## config.mk

```make
export PLATFORM = sky130hd
export DESIGN_NAME = noc_input_buffer_flat
export DESIGN_NICKNAME = d
export VERILOG_FILES = /design/src/rtl/noc_input_buffer_if.sv /design/src/rtl/noc_input_buffer.sv /design/src/flat_wrapper.sv
export SDC_FILE = /design/constraint.sdc
export NUM_CORES = 1
export LEC_CHECK = 0
export ABC_AREA = 1
export BUFFER_PORTS_ARGS = -buffer_cell sky130_fd_sc_hd__buf_2
export CAP_MARGIN = 5
export CORE_MARGIN = 2
export CORE_UTILIZATION = 48
export DETAILED_ROUTE_END_ITERATION = 10
export PLACE_DENSITY = 0.68
export REMOVE_ABC_BUFFERS = 1
export SYNTH_ARGS = -nofsm -noshare
export SYNTH_HDL_FRONTEND = slang
export SYNTH_SLANG_ARGS = --single-unit
```

## constraint.sdc

```tcl
create_clock -name clk -period 2.3 [get_ports clk]
set_input_delay 0.23 -clock clk [delete_from_list [all_inputs] [get_ports clk]]
set_output_delay 0.23 -clock clk [all_outputs]
set_load 0.02 [all_outputs]
```

## src/rtl/noc_input_buffer_if.sv

```systemverilog
// Handshake bundle between one router input port, its upstream link, the arbiter and the crossbar.
// slave = the input buffer, master = whatever drives it.
interface noc_input_buffer_if #(
  parameter int FLIT_W = 32,
  parameter int DEPTH  = 4,
  parameter int ADDR_W = 4
);
  localparam int OCC_W = $clog2(DEPTH) + 1;

  logic              in_valid;
  logic              in_ready;
  logic [FLIT_W-1:0] in_flit;
  logic              arb_req;
  logic [ADDR_W-1:0] arb_dest_x;
  logic [ADDR_W-1:0] arb_dest_y;
  logic              arb_grant;
  logic              out_valid;
  logic [FLIT_W-1:0] out_flit;
  logic              out_ready;
  logic              err_drop;
  logic [OCC_W-1:0]  occupancy;

  modport slave (
    input  in_valid, in_flit, arb_grant, out_ready,
    output in_ready, arb_req, arb_dest_x, arb_dest_y, out_valid, out_flit, err_drop, occupancy
  );

  modport master (
    output in_valid, in_flit, arb_grant, out_ready,
    input  in_ready, arb_req, arb_dest_x, arb_dest_y, out_valid, out_flit, err_drop, occupancy
  );
endinterface

```

## src/rtl/noc_input_buffer.sv

```systemverilog
// Per-port flit FIFO plus IDLE/REQ/XFER packet sequencer feeding the router arbiter and crossbar.
// The head flit's destination is latched on entry to REQ and held until the tail has left.
module noc_input_buffer #(
  parameter int FLIT_W = 32,
  parameter int DEPTH  = 4,
  parameter int ADDR_W = 4
) (
  input logic               clk,
  input logic               rst_n,
  noc_input_buffer_if.slave bus
);
  localparam int PTR_W  = $clog2(DEPTH);
  localparam int OCC_W  = PTR_W + 1;
  localparam int HEAD_B = FLIT_W - 1;
  localparam int TAIL_B = FLIT_W - 2;

  typedef enum logic [1:0] {IDLE, REQ, XFER} state_e;

  state_e                       state_q, state_d;
  logic [DEPTH-1:0][FLIT_W-1:0] mem_q, mem_d;
  logic [PTR_W-1:0]             wr_ptr_q, wr_ptr_d, rd_ptr_q, rd_ptr_d;
  logic [OCC_W-1:0]             occ_q, occ_d;
  logic [ADDR_W-1:0]            dest_x_q, dest_x_d, dest_y_q, dest_y_d;
  logic                         arb_req_q, arb_req_d;
  logic                         err_drop_q, err_drop_d;
  logic                         empty, push, pop;

  assign empty          = (occ_q == '0);
  // Gated by rst_n so upstream sees back-pressure for the whole reset window.
  assign bus.in_ready   = rst_n && (occ_q != OCC_W'(DEPTH));
  assign push           = bus.in_valid && bus.in_ready;
  assign bus.out_valid  = (state_q == XFER) && !empty;
  assign bus.out_flit   = mem_q[rd_ptr_q];
  assign bus.arb_req    = arb_req_q;
  assign bus.arb_dest_x = dest_x_q;
  assign bus.arb_dest_y = dest_y_q;
  assign bus.err_drop   = err_drop_q;
  assign bus.occupancy  = occ_q;

  always_comb begin
    state_d    = state_q;
    dest_x_d   = dest_x_q;
    dest_y_d   = dest_y_q;
    arb_req_d  = arb_req_q;
    err_drop_d = 1'b0;
    pop        = 1'b0;
    unique case (state_q)
      IDLE: if (!empty) begin
        if (mem_q[rd_ptr_q][HEAD_B]) begin
          state_d   = REQ;
          arb_req_d = 1'b1;
          dest_x_d  = mem_q[rd_ptr_q][ADDR_W-1:0];
          dest_y_d  = mem_q[rd_ptr_q][2*ADDR_W-1:ADDR_W];
        end else begin
          // Body/tail with no head in front of it: discard so the port cannot wedge.
          pop        = 1'b1;
          err_drop_d = 1'b1;
        end
      end
      REQ: if (bus.arb_grant) begin
        state_d   = XFER;
        arb_req_d = 1'b0;
      end
      XFER: if (bus.out_valid && bus.out_ready) begin
        pop = 1'b1;
        if (mem_q[rd_ptr_q][TAIL_B]) state_d = IDLE;
      end
      default: begin
        state_d   = IDLE;
        arb_req_d = 1'b0;
      end
    endcase
  end

  always_comb begin
    mem_d    = mem_q;
    wr_ptr_d = wr_ptr_q;
    rd_ptr_d = rd_ptr_q;
    occ_d    = occ_q;
    if (push) begin
      mem_d[wr_ptr_q] = bus.in_flit;
      wr_ptr_d        = wr_ptr_q + 1'b1;
    end
    if (pop) rd_ptr_d = rd_ptr_q + 1'b1;
    case ({push, pop})
      2'b10:   occ_d = occ_q + 1'b1;
      2'b01:   occ_d = occ_q - 1'b1;
      default: occ_d = occ_q;
    endcase
  end

  always_ff @(posedge clk or negedge rst_n) begin
    if (!rst_n) begin
      state_q    <= IDLE;
      mem_q      <= '0;
      wr_ptr_q   <= '0;
      rd_ptr_q   <= '0;
      occ_q      <= '0;
      dest_x_q   <= '0;
      dest_y_q   <= '0;
      arb_req_q  <= 1'b0;
      err_drop_q <= 1'b0;
    end else begin
      state_q    <= state_d;
      mem_q      <= mem_d;
      wr_ptr_q   <= wr_ptr_d;
      rd_ptr_q   <= rd_ptr_d;
      occ_q      <= occ_d;
      dest_x_q   <= dest_x_d;
      dest_y_q   <= dest_y_d;
      arb_req_q  <= arb_req_d;
      err_drop_q <= err_drop_d;
    end
  end
endmodule
```

## src/flat_wrapper.sv

```systemverilog
// flat-port wrapper written by rule: the top's interface ports become plain ports
module noc_input_buffer_flat 
#(
  parameter int FLIT_W = 32,
  parameter int DEPTH  = 4,
  parameter int ADDR_W = 4
)
  (clk, rst_n, bus_in_valid, bus_in_flit, bus_arb_grant, bus_out_ready, bus_in_ready, bus_arb_req, bus_arb_dest_x, bus_arb_dest_y, bus_out_valid, bus_out_flit, bus_err_drop, bus_occupancy);
  noc_input_buffer_if #(.FLIT_W(FLIT_W), .DEPTH(DEPTH), .ADDR_W(ADDR_W)) bus_i ();
  input logic clk;
  input logic rst_n;
  input wire logic [$bits(bus_i.in_valid)-1:0] bus_in_valid;
  input wire logic [$bits(bus_i.in_flit)-1:0] bus_in_flit;
  input wire logic [$bits(bus_i.arb_grant)-1:0] bus_arb_grant;
  input wire logic [$bits(bus_i.out_ready)-1:0] bus_out_ready;
  output wire logic [$bits(bus_i.in_ready)-1:0] bus_in_ready;
  output wire logic [$bits(bus_i.arb_req)-1:0] bus_arb_req;
  output wire logic [$bits(bus_i.arb_dest_x)-1:0] bus_arb_dest_x;
  output wire logic [$bits(bus_i.arb_dest_y)-1:0] bus_arb_dest_y;
  output wire logic [$bits(bus_i.out_valid)-1:0] bus_out_valid;
  output wire logic [$bits(bus_i.out_flit)-1:0] bus_out_flit;
  output wire logic [$bits(bus_i.err_drop)-1:0] bus_err_drop;
  output wire logic [$bits(bus_i.occupancy)-1:0] bus_occupancy;
  assign bus_i.in_valid = bus_in_valid;
  assign bus_i.in_flit = bus_in_flit;
  assign bus_i.arb_grant = bus_arb_grant;
  assign bus_i.out_ready = bus_out_ready;
  assign bus_in_ready = bus_i.in_ready;
  assign bus_arb_req = bus_i.arb_req;
  assign bus_arb_dest_x = bus_i.arb_dest_x;
  assign bus_arb_dest_y = bus_i.arb_dest_y;
  assign bus_out_valid = bus_i.out_valid;
  assign bus_out_flit = bus_i.out_flit;
  assign bus_err_drop = bus_i.err_drop;
  assign bus_occupancy = bus_i.occupancy;
  noc_input_buffer #(.FLIT_W(FLIT_W), .DEPTH(DEPTH), .ADDR_W(ADDR_W)) u_core (.clk(clk), .rst_n(rst_n), .bus(bus_i));
endmodule
```

Word-level counts from Yosys, hierarchy flattened
Cells that the tools add are included.
W data, S select, Z words.
{ "op_classes": {"muxes": 21, "n_addsub": 4, "bitwise_logic": 2, "n_eq_ne": 10, "order_cmp": 3, "reduce_logical": 12} }
{ "op_table": {"columns": ["cell", "n"], "rows": [
  ["$bwmux W128", 1],
  ["$bmux W32 S2", 1],
  ["$demux W32 S2", 1],
  ["$mux W32", 2],
  ["$mux W2", 5],
  ["$ne A2 B2 Y1 const B", 5],
  ["$mux W1", 7],
  ["$lt A2 B3 Y1 const B", 2],
  ["$pmux W2 S3", 1],
  ["$pmux W3 S2", 1],
  ["$logic_and A1 B1 Y1", 5],
  ["$reduce_and A5 Y1", 1],
  ["$add A2 B1 Y2 const B", 2],
  ["$eq A2 B1 Y1 const B", 2],
  ["$eq A2 B2 Y1 const B", 2],
  ["$reduce_and A4 Y1", 1],
  ["$add A3 B1 Y3 const B", 1],
  ["$logic_not A3 Y1", 1],
  ["$ne A3 B3 Y1 const B", 1],
  ["$pmux W1 S3", 1],
  ["$reduce_and A3 Y1", 1],
  ["$sub A3 B1 Y3 const B", 1],
  ["$ge A2 B1 Y1 const B", 1],
  ["$logic_not A2 Y1", 1],
  ["4 further kinds", 5]
]} }
{ "word_totals": {"reg_bits": 147, "out_inout_bits": 47, "in_bits": 37, "word_cells": 64} }

Logic depth before layout (Yosys ltp)
{ "depth": {"word_depth": 8, "mapped_depth": 13, "ltp_nobuf": 12} }

Worst setup path before layout
Ideal clock, no wire load.
{ "synth_path": {"path_kind": "register -> register", "from": "register u_core.occ_q[2] (netlist: u_core.bus.occupancy[2])", "to": "register u_core.occ_q[2] (netlist: u_core.bus.occupancy[2])", "path_stages_with_launch": 11, "setup_ps": 131, "path_slack_ps": 49, "arrival_time_ps": 2120, "t_required_ps": 2169, "path_cell_list": "dfrtp_1 > inv_1 > a21oi_2 > nand2_1 > nand2_1 > ha_1 > inv_1 > fa_1 > a21oi_1 > o21ai_0 > xor2_1"} }
{ "synth_via": {"elab_chain_len": 8} }
{ "synth_rtl": {"columns": ["element", "line_no", "rtl"], "rows": [
  ["start: declaration", "noc_input_buffer.sv:22", "logic [OCC_W-1:0] occ_q, occ_d;"],
  ["start signal: assignment", "noc_input_buffer.sv:98", "occ_q <= '0;"],
  ["start signal: assignment", "noc_input_buffer.sv:108", "occ_q <= occ_d;"],
  ["$logic_not A3 Y1 *", "noc_input_buffer.sv:28", "assign empty = (occ_q == '0);"],
  ["$logic_not A1 Y1", "noc_input_buffer.sv:32", "assign bus.out_valid = (state_q == XFER) && !empty;"],
  ["$logic_and A1 B1 Y1", "noc_input_buffer.sv:32", null],
  ["$logic_and A1 B1 Y1", "noc_input_buffer.sv:64", "XFER: if (bus.out_valid && bus.out_ready) begin"],
  ["$mux W1", "noc_input_buffer.sv:64", null],
  ["$pmux W1 S2 *", "noc_input_buffer.sv:47", "unique case (state_q)"],
  ["via u_core.pop", "noc_input_buffer.sv:26", "logic empty, push, pop;"],
  ["$eq A2 B1 Y1 / $eq A2 B2 Y1 (equally long branches)", "noc_input_buffer.sv:85", "case ({push, pop})"],
  ["$pmux W3 S2 / $reduce_bool A2 Y1 (equally long branches)", null, null]
]} }
Mark *: on every way through the listed nets, which the timed path passes. The rest lies on a longest branch.
A chain may end at the register's enable or synchronous reset.

Final worst setup path
{ "layout_path": {"from": "register u_core.rd_ptr_q[0]", "to": "output bus_out_flit[21]"} }
{ "layout_via": {"elab_chain_len": 2} }
{ "layout_rtl": {"columns": ["element", "line_no", "rtl"], "rows": [
  ["start: declaration", "noc_input_buffer.sv:21", "logic [PTR_W-1:0] wr_ptr_q, wr_ptr_d, rd_ptr_q, rd_ptr_d;"],
  ["start signal: assignment", "noc_input_buffer.sv:107", "rd_ptr_q <= rd_ptr_d;"],
  ["$bmux W32 S2", "noc_input_buffer.sv:33", "assign bus.out_flit = mem_q[rd_ptr_q];"],
  ["$mux W32 (implied by the code)", "noc_input_buffer.sv:33", null],
  ["end: declaration", "flat_wrapper.sv:21", "output wire logic [$bits(bus_i.out_flit)-1:0] bus_out_flit;"]
]} }
No other way between the ends. The select of a mux whose other input is x is not followed.

==> flow_summary.html <==
<table>
<tr><th>Metric</th><th>Value</th></tr>
<tr><th colspan="2">Timing</th></tr>
<tr><td>Final setup violation count</td><td>0</td></tr>
<tr><td>Worst Hold Margin</td><td>-58.6 ps</td></tr>
<tr><td>Post-route fraction of the period consumed by the critical path</td><td>94.7%</td></tr>
<tr><td>Slew at the pin with the worst max-slew slack</td><td>767 ps</td></tr>
<tr><td>Fin Clk Skew</td><td>roughly 5 ps</td></tr>
<tr><td>F_max</td><td>roughly 460 MHz</td></tr>
<tr><td>Fin crit period</td><td>2180 ps</td></tr>
<tr><td>RSZ-0062 raised after global routing</td><td>no</td></tr>
<tr><td>Count of pins over their slew limit</td><td>0</td></tr>
<tr><td>Slew Limit Headroom</td><td>between 40% and 50%</td></tr>
<tr><td>Final number of hold-violating endpoints</td><td>56</td></tr>
<tr><th colspan="2">Synthesis</th></tr>
<tr><td>Library cells used by synthesis</td><td>23</td></tr>
<tr><td>Synth Flop Type</td><td>sky130_fd_sc_hd__dfrtp_1</td></tr>
<tr><td>Number of enable-type register cells in the synthesized netlist</td><td>0</td></tr>
<tr><td>Number of flip-flops and latches in the synthesized netlist</td><td>147</td></tr>
<tr><td>Share of synthesized area occupied by flip-flops and latches</td><td>between 50 and 60%</td></tr>
<tr><td>Syn. warnings</td><td>0</td></tr>
<tr><td>Gate count of the mapped netlist</td><td>between 700 and 800</td></tr>
<tr><td>Mean instance size in the synthesized netlist</td><td>around 8.7 um^2</td></tr>
<tr><td>Share of synthesized registers carrying an async set or reset</td><td>100%</td></tr>
<tr><td>Cell area after synthesis</td><td>approximately 0.0065 mm^2</td></tr>
<tr><th colspan="2">Setup path</th></tr>
<tr><td>Register-to-register setup slack</td><td>between 200 and 250 ps</td></tr>
<tr><td>Cells on worst reg2reg path</td><td>9</td></tr>
<tr><td>Data arrival time of the critical path</td><td>between 1500 and 2000 ps</td></tr>
<tr><td>Crit path kind</td><td>flop to output pin</td></tr>
<tr><td>Launch instance of the worst register-to-register path</td><td>u_core.bus.occupancy[0]</td></tr>
<tr><td>Crit-path max FO</td><td>53</td></tr>
<tr><td>CP Capture Type</td><td>output pin</td></tr>
<tr><td>Worst setup SP type</td><td>flop</td></tr>
<tr><td>Capturing point of the worst reg2reg path</td><td>u_core.bus.occupancy[2]</td></tr>
<tr><td>Worst EP required</td><td>2070 ps</td></tr>
<tr><th colspan="2">Route</th></tr>
<tr><td>WL final</td><td>about 15 mm</td></tr>
<tr><td>Average via count per standard cell</td><td>approximately 5.3</td></tr>
<tr><td>Count of routing violations after the opening detailed-route iteration</td><td>between 400 and 500</td></tr>
<tr><td>Final routed DRC violation total</td><td>0</td></tr>
<tr><td>DR vias</td><td>5341</td></tr>
<tr><td>Average detailed-routed wire length per instance</td><td>14.9 um</td></tr>
<tr><td>Number of nets with antenna violations after detailed routing</td><td>0</td></tr>
<tr><td>First-pass iteration count of the detailed router</td><td>5</td></tr>
<tr><th colspan="2">Power and ir drop</th></tr>
<tr><td>Sw Ratio</td><td>around 40%</td></tr>
<tr><td>PD cells</td><td>approximately 1700 mW/mm^2</td></tr>
<tr><td>Internal Pwr Total</td><td>0.00771 W</td></tr>
<tr><td>Combinational fraction of design power</td><td>between 40% and 50%</td></tr>
<tr><td>Proportion of power drawn by the clock network</td><td>a little under a quarter</td></tr>
<tr><td>Leakage power summed over all cells</td><td>3.90 nW</td></tr>
<tr><td>Peak supply drop</td><td>0.822 mV</td></tr>
<tr><td>Net Switching</td><td>between 0.005 and 0.006 W</td></tr>
<tr><td>Proportion of power drawn by flip-flops and latches</td><td>roughly a third</td></tr>
<tr><th colspan="2">Global routing</th></tr>
<tr><td>Maximum number of pins on one net before global-route repair</td><td>between 100 and 150</td></tr>
<tr><td>Global routing met3 resource utilization</td><td>~5%</td></tr>
<tr><td>Global routing usage summed across all routing layers</td><td>a little under a quarter</td></tr>
<tr><td>Via count of the first global-routing pass</td><td>about 5200</td></tr>
<tr><td>Initial antenna violation count</td><td>0</td></tr>
<tr><td>Most crowded layer after global routing</td><td>met2</td></tr>
<tr><td>Met2 track demand over resource in global routing</td><td>between 30% and 40%</td></tr>
<tr><td>GR Layer Usage met1</td><td>between 30% and 40%</td></tr>
<tr><td>Overflow left after global routing</td><td>0</td></tr>
<tr><td>Global-route wire length before repair</td><td>between 20 and 30 mm</td></tr>
<tr><th colspan="2">Floorplan</th></tr>
<tr><td>Die height</td><td>~120 um</td></tr>
<tr><td>Standard-cell row count</td><td>42</td></tr>
<tr><td>Die X</td><td>between 100 and 150 um</td></tr>
<tr><td>Top-level I/O count</td><td>84</td></tr>
<tr><td>Core Area</td><td>0.0132 mm^2</td></tr>
<tr><td>DIE AREA</td><td>roughly 0.014 mm^2</td></tr>
<tr><td>Initial Util</td><td>about half</td></tr>
<tr><th colspan="2">CTS</th></tr>
<tr><td>TritonCTS clock tree</td><td>yes</td></tr>
<tr><td>Source-to-sink clock delay at the later pin of the worst-skew pair</td><td>420 ps</td></tr>
<tr><td>CTS hold repair buffers</td><td>0</td></tr>
<tr><td>Number of buffers created by CTS</td><td>17</td></tr>
<tr><td>Buffer levels on the longest clock path</td><td>2</td></tr>
<tr><td>Clock input transition at the sequential cells of the worst setup and hold paths</td><td>60 ps</td></tr>
<tr><td>Clock root buffer</td><td>sky130_fd_sc_hd__clkbuf_16</td></tr>
<tr><td>Number of clock sinks</td><td>between 100 and 150</td></tr>
<tr><td>H-tree depth</td><td>4</td></tr>
<tr><th colspan="2">Cells and area</th></tr>
<tr><td>Number of nets in the final layout</td><td>approximately 860</td></tr>
<tr><td>Fillers</td><td>about 1200</td></tr>
<tr><td>Area taken by multi-input logic gates</td><td>around 0.0024 mm^2</td></tr>
<tr><td>Post-Layout Inst Area</td><td>about 0.0077 mm^2</td></tr>
<tr><td>Growth of design area from synthesis to finish</td><td>19.9%</td></tr>
<tr><td>Antenna cells</td><td>0</td></tr>
<tr><td>Sequential cell area</td><td>~0.0037 mm^2</td></tr>
<tr><td>Fraction of final layout cells with drive strength greater than 1</td><td>around 17%</td></tr>
<tr><th colspan="2">Run</th></tr>
<tr><td>Count of maximum capacitance violations</td><td>0</td></tr>
<tr><th colspan="2">Placement</th></tr>
<tr><td>Gpl congestion</td><td>0.815</td></tr>
<tr><td>Final HPWL from detailed placement</td><td>between 8 and 9 mm</td></tr>
<tr><td>Placed Instance Area</td><td>slightly above 0.007 mm^2</td></tr>
<tr><td>IO Port Bufs</td><td>slightly above 80</td></tr>
<tr><th colspan="2">Min path</th></tr>
<tr><td>Worst min-delay path category</td><td>primary input to async pin</td></tr>
<tr><th colspan="2">Outcome</th></tr>
<tr><td>Run status</td><td>complete, but fails checks</td></tr>
<tr><td>Failing checks</td><td>hold timing</td></tr>
</table>
==> worst max-delay path: stages, from the launching register on <==
cell	delay, ps
sky130_fd_sc_hd__dfrtp_2	440
sky130_fd_sc_hd__inv_2	140
sky130_fd_sc_hd__clkbuf_8	370
sky130_fd_sc_hd__o21ai_0	130
sky130_fd_sc_hd__o22ai_1	220
sky130_fd_sc_hd__buf_2	220
==> flip-flops by register name, summed over array words and instances (netlist names) <==
signal,count
u_core.bus.arb_req,1
u_core.bus.arb_dest_x,4
u_core.state_q,2
u_core.bus.occupancy,3
u_core.mem_q,128
u_core.rd_ptr_q,2
u_core.bus.arb_dest_y,4
u_core.wr_ptr_q,2
u_core.bus.err_drop,1
==> Yosys cell counts, types with 5 or more instances <==
cell | number | share of area, %
sky130_fd_sc_hd__o21ai_0 | 55 | 4.3
sky130_fd_sc_hd__o22ai_1 | 22 | 2.1
sky130_fd_sc_hd__clkbuf_1 | 13 | 0.76
sky130_fd_sc_hd__inv_1 | 54 | 3.1
sky130_fd_sc_hd__dfrtp_1 | 147 | 57
sky130_fd_sc_hd__buf_2 | 32 | 2.5
sky130_fd_sc_hd__nand2_1 | 185 | 11
sky130_fd_sc_hd__o211ai_1 | 9 | 1.0
sky130_fd_sc_hd__ha_1 | 5 | 0.97
sky130_fd_sc_hd__nand3_1 | 16 | 1.2
sky130_fd_sc_hd__nor2_1 | 61 | 3.5
sky130_fd_sc_hd__o21ai_1 | 128 | 9.9
==> power groups by stage <==
stage | clock [W] | combinational, W | sequential [W]
final | 0.00309 | 0.00535 | 0.00441
after global routing | 0.00326 | 0.00603 | 0.00456
after CTS | 0.00314 | 0.00536 | 0.00440
after detailed placement | 0 | 0.00531 | 0.00442
after global placement | 0 | 0.00518 | 0.00436
after floorplan | 0 | 0.00340 | 0.00453
==> how the worst max path moves through the flow <==
stage | to | cells after the start | startpoint | slack (ps)
after global placement | u_core.bus.occupancy[2] | 9 | u_core.bus.occupancy[1] | 280
after detailed placement | u_core.bus.occupancy[2] | 9 | u_core.bus.occupancy[0] | 200
after CTS | bus_out_flit[24] | 4 | u_core.rd_ptr_q[0] | 30
after global routing | bus_out_flit[21] | 5 | u_core.rd_ptr_q[0] | 10
after floorplan | u_core.bus.occupancy[2] | 12 | u_core.rd_ptr_q[0] | -1520
final | bus_out_flit[21] | 5 | u_core.rd_ptr_q[0] | 120
==> cell type report <==
cell class | instances | area share, %
repair buffers | 98 | 7.73
well taps | 176 | 2.84
flip-flops and latches | 147 | 47.5
multi-input cells | 496 | 30.6
clock inverters | 9 | 2.23
clock buffers | 23 | 6.43
inverters | 55 | 2.67
==> through the flow <==
step / setup TNS, ps / util (%) / worst slack (ps) / power, W / instances
finish: 0 / 58.7 / 121 / 0.0128 / 1004
global route: 0 / 58.7 / 14.2 / 0.0138 / 1004
CTS: 0 / 58.5 / 31.0 / 0.0129 / 1003
detailed placement: 0 / 53.4 / 200 / 0.00973 / 971
global placement: 0 / 53.4 / 279 / 0.00954 / 971
floorplan: -34330 / - / -1520 / 0.00792 / 698
==> layout by cell type (no fill, tap or decap) <==
cell,Yosys,layout
sky130_fd_sc_hd__dfrtp_1,147,146
sky130_fd_sc_hd__bufinv_16,0,5
sky130_fd_sc_hd__inv_2,1,2
sky130_fd_sc_hd__nor3_1,1,1
sky130_fd_sc_hd__a21oi_1,2,2
sky130_fd_sc_hd__dfrtp_2,0,1
sky130_fd_sc_hd__fa_1,1,1
sky130_fd_sc_hd__inv_1,54,53
sky130_fd_sc_hd__ha_1,5,5
sky130_fd_sc_hd__o22ai_1,22,22
sky130_fd_sc_hd__o21ai_0,55,55
sky130_fd_sc_hd__nand3_1,16,16
sky130_fd_sc_hd__buf_2,32,82
sky130_fd_sc_hd__clkbuf_1,13,1
sky130_fd_sc_hd__clkinv_2,0,3
sky130_fd_sc_hd__a21oi_2,1,1
sky130_fd_sc_hd__nand2_2,0,2
sky130_fd_sc_hd__buf_6,0,3
sky130_fd_sc_hd__clkbuf_16,0,17
sky130_fd_sc_hd__nor2_1,61,61
sky130_fd_sc_hd__clkinvlp_4,0,1
sky130_fd_sc_hd__o211ai_1,9,9
sky130_fd_sc_hd__clkbuf_8,0,6
sky130_fd_sc_hd__and2_1,1,1
sky130_fd_sc_hd__nand3_4,4,4
sky130_fd_sc_hd__a21boi_4,1,1
sky130_fd_sc_hd__xor2_1,3,3
sky130_fd_sc_hd__buf_4,0,8
sky130_fd_sc_hd__buf_12,0,4
sky130_fd_sc_hd__o21ai_1,128,128
sky130_fd_sc_hd__xnor2_1,1,1
sky130_fd_sc_hd__nand2_1,185,183
==> per-layer routing <==
layer  wire length (um)  up-vias
met3                889       17
met4                163        0
met1               6830     2559
met5                  0        -
li1                   -     2590
met2               7030      175
==> cells by family after synthesis <==
family	count (synthesis)	synth area share (%)
and+or+nand+nor	268	16.8
DFF	147	57.0
buffers and inverters	101	6.49
xor gates and xnor gates	4	0.543
adders and majority gates	6	1.28
AOI/OAI and AO/OA	218	17.9
==> what timing repair did <==
| action | CTS | global route |
|---|---|---|
| endpoints found under the hold margin | 0 | 0 |
| buffers inserted | 0 | 1 |
| pin swaps | 0 | 0 |
| gates resized for setup | 1 | 5 |
| setup endpoints to repair | 4 | 22 |
Note: power is estimated with default switching activity, not from simulation.
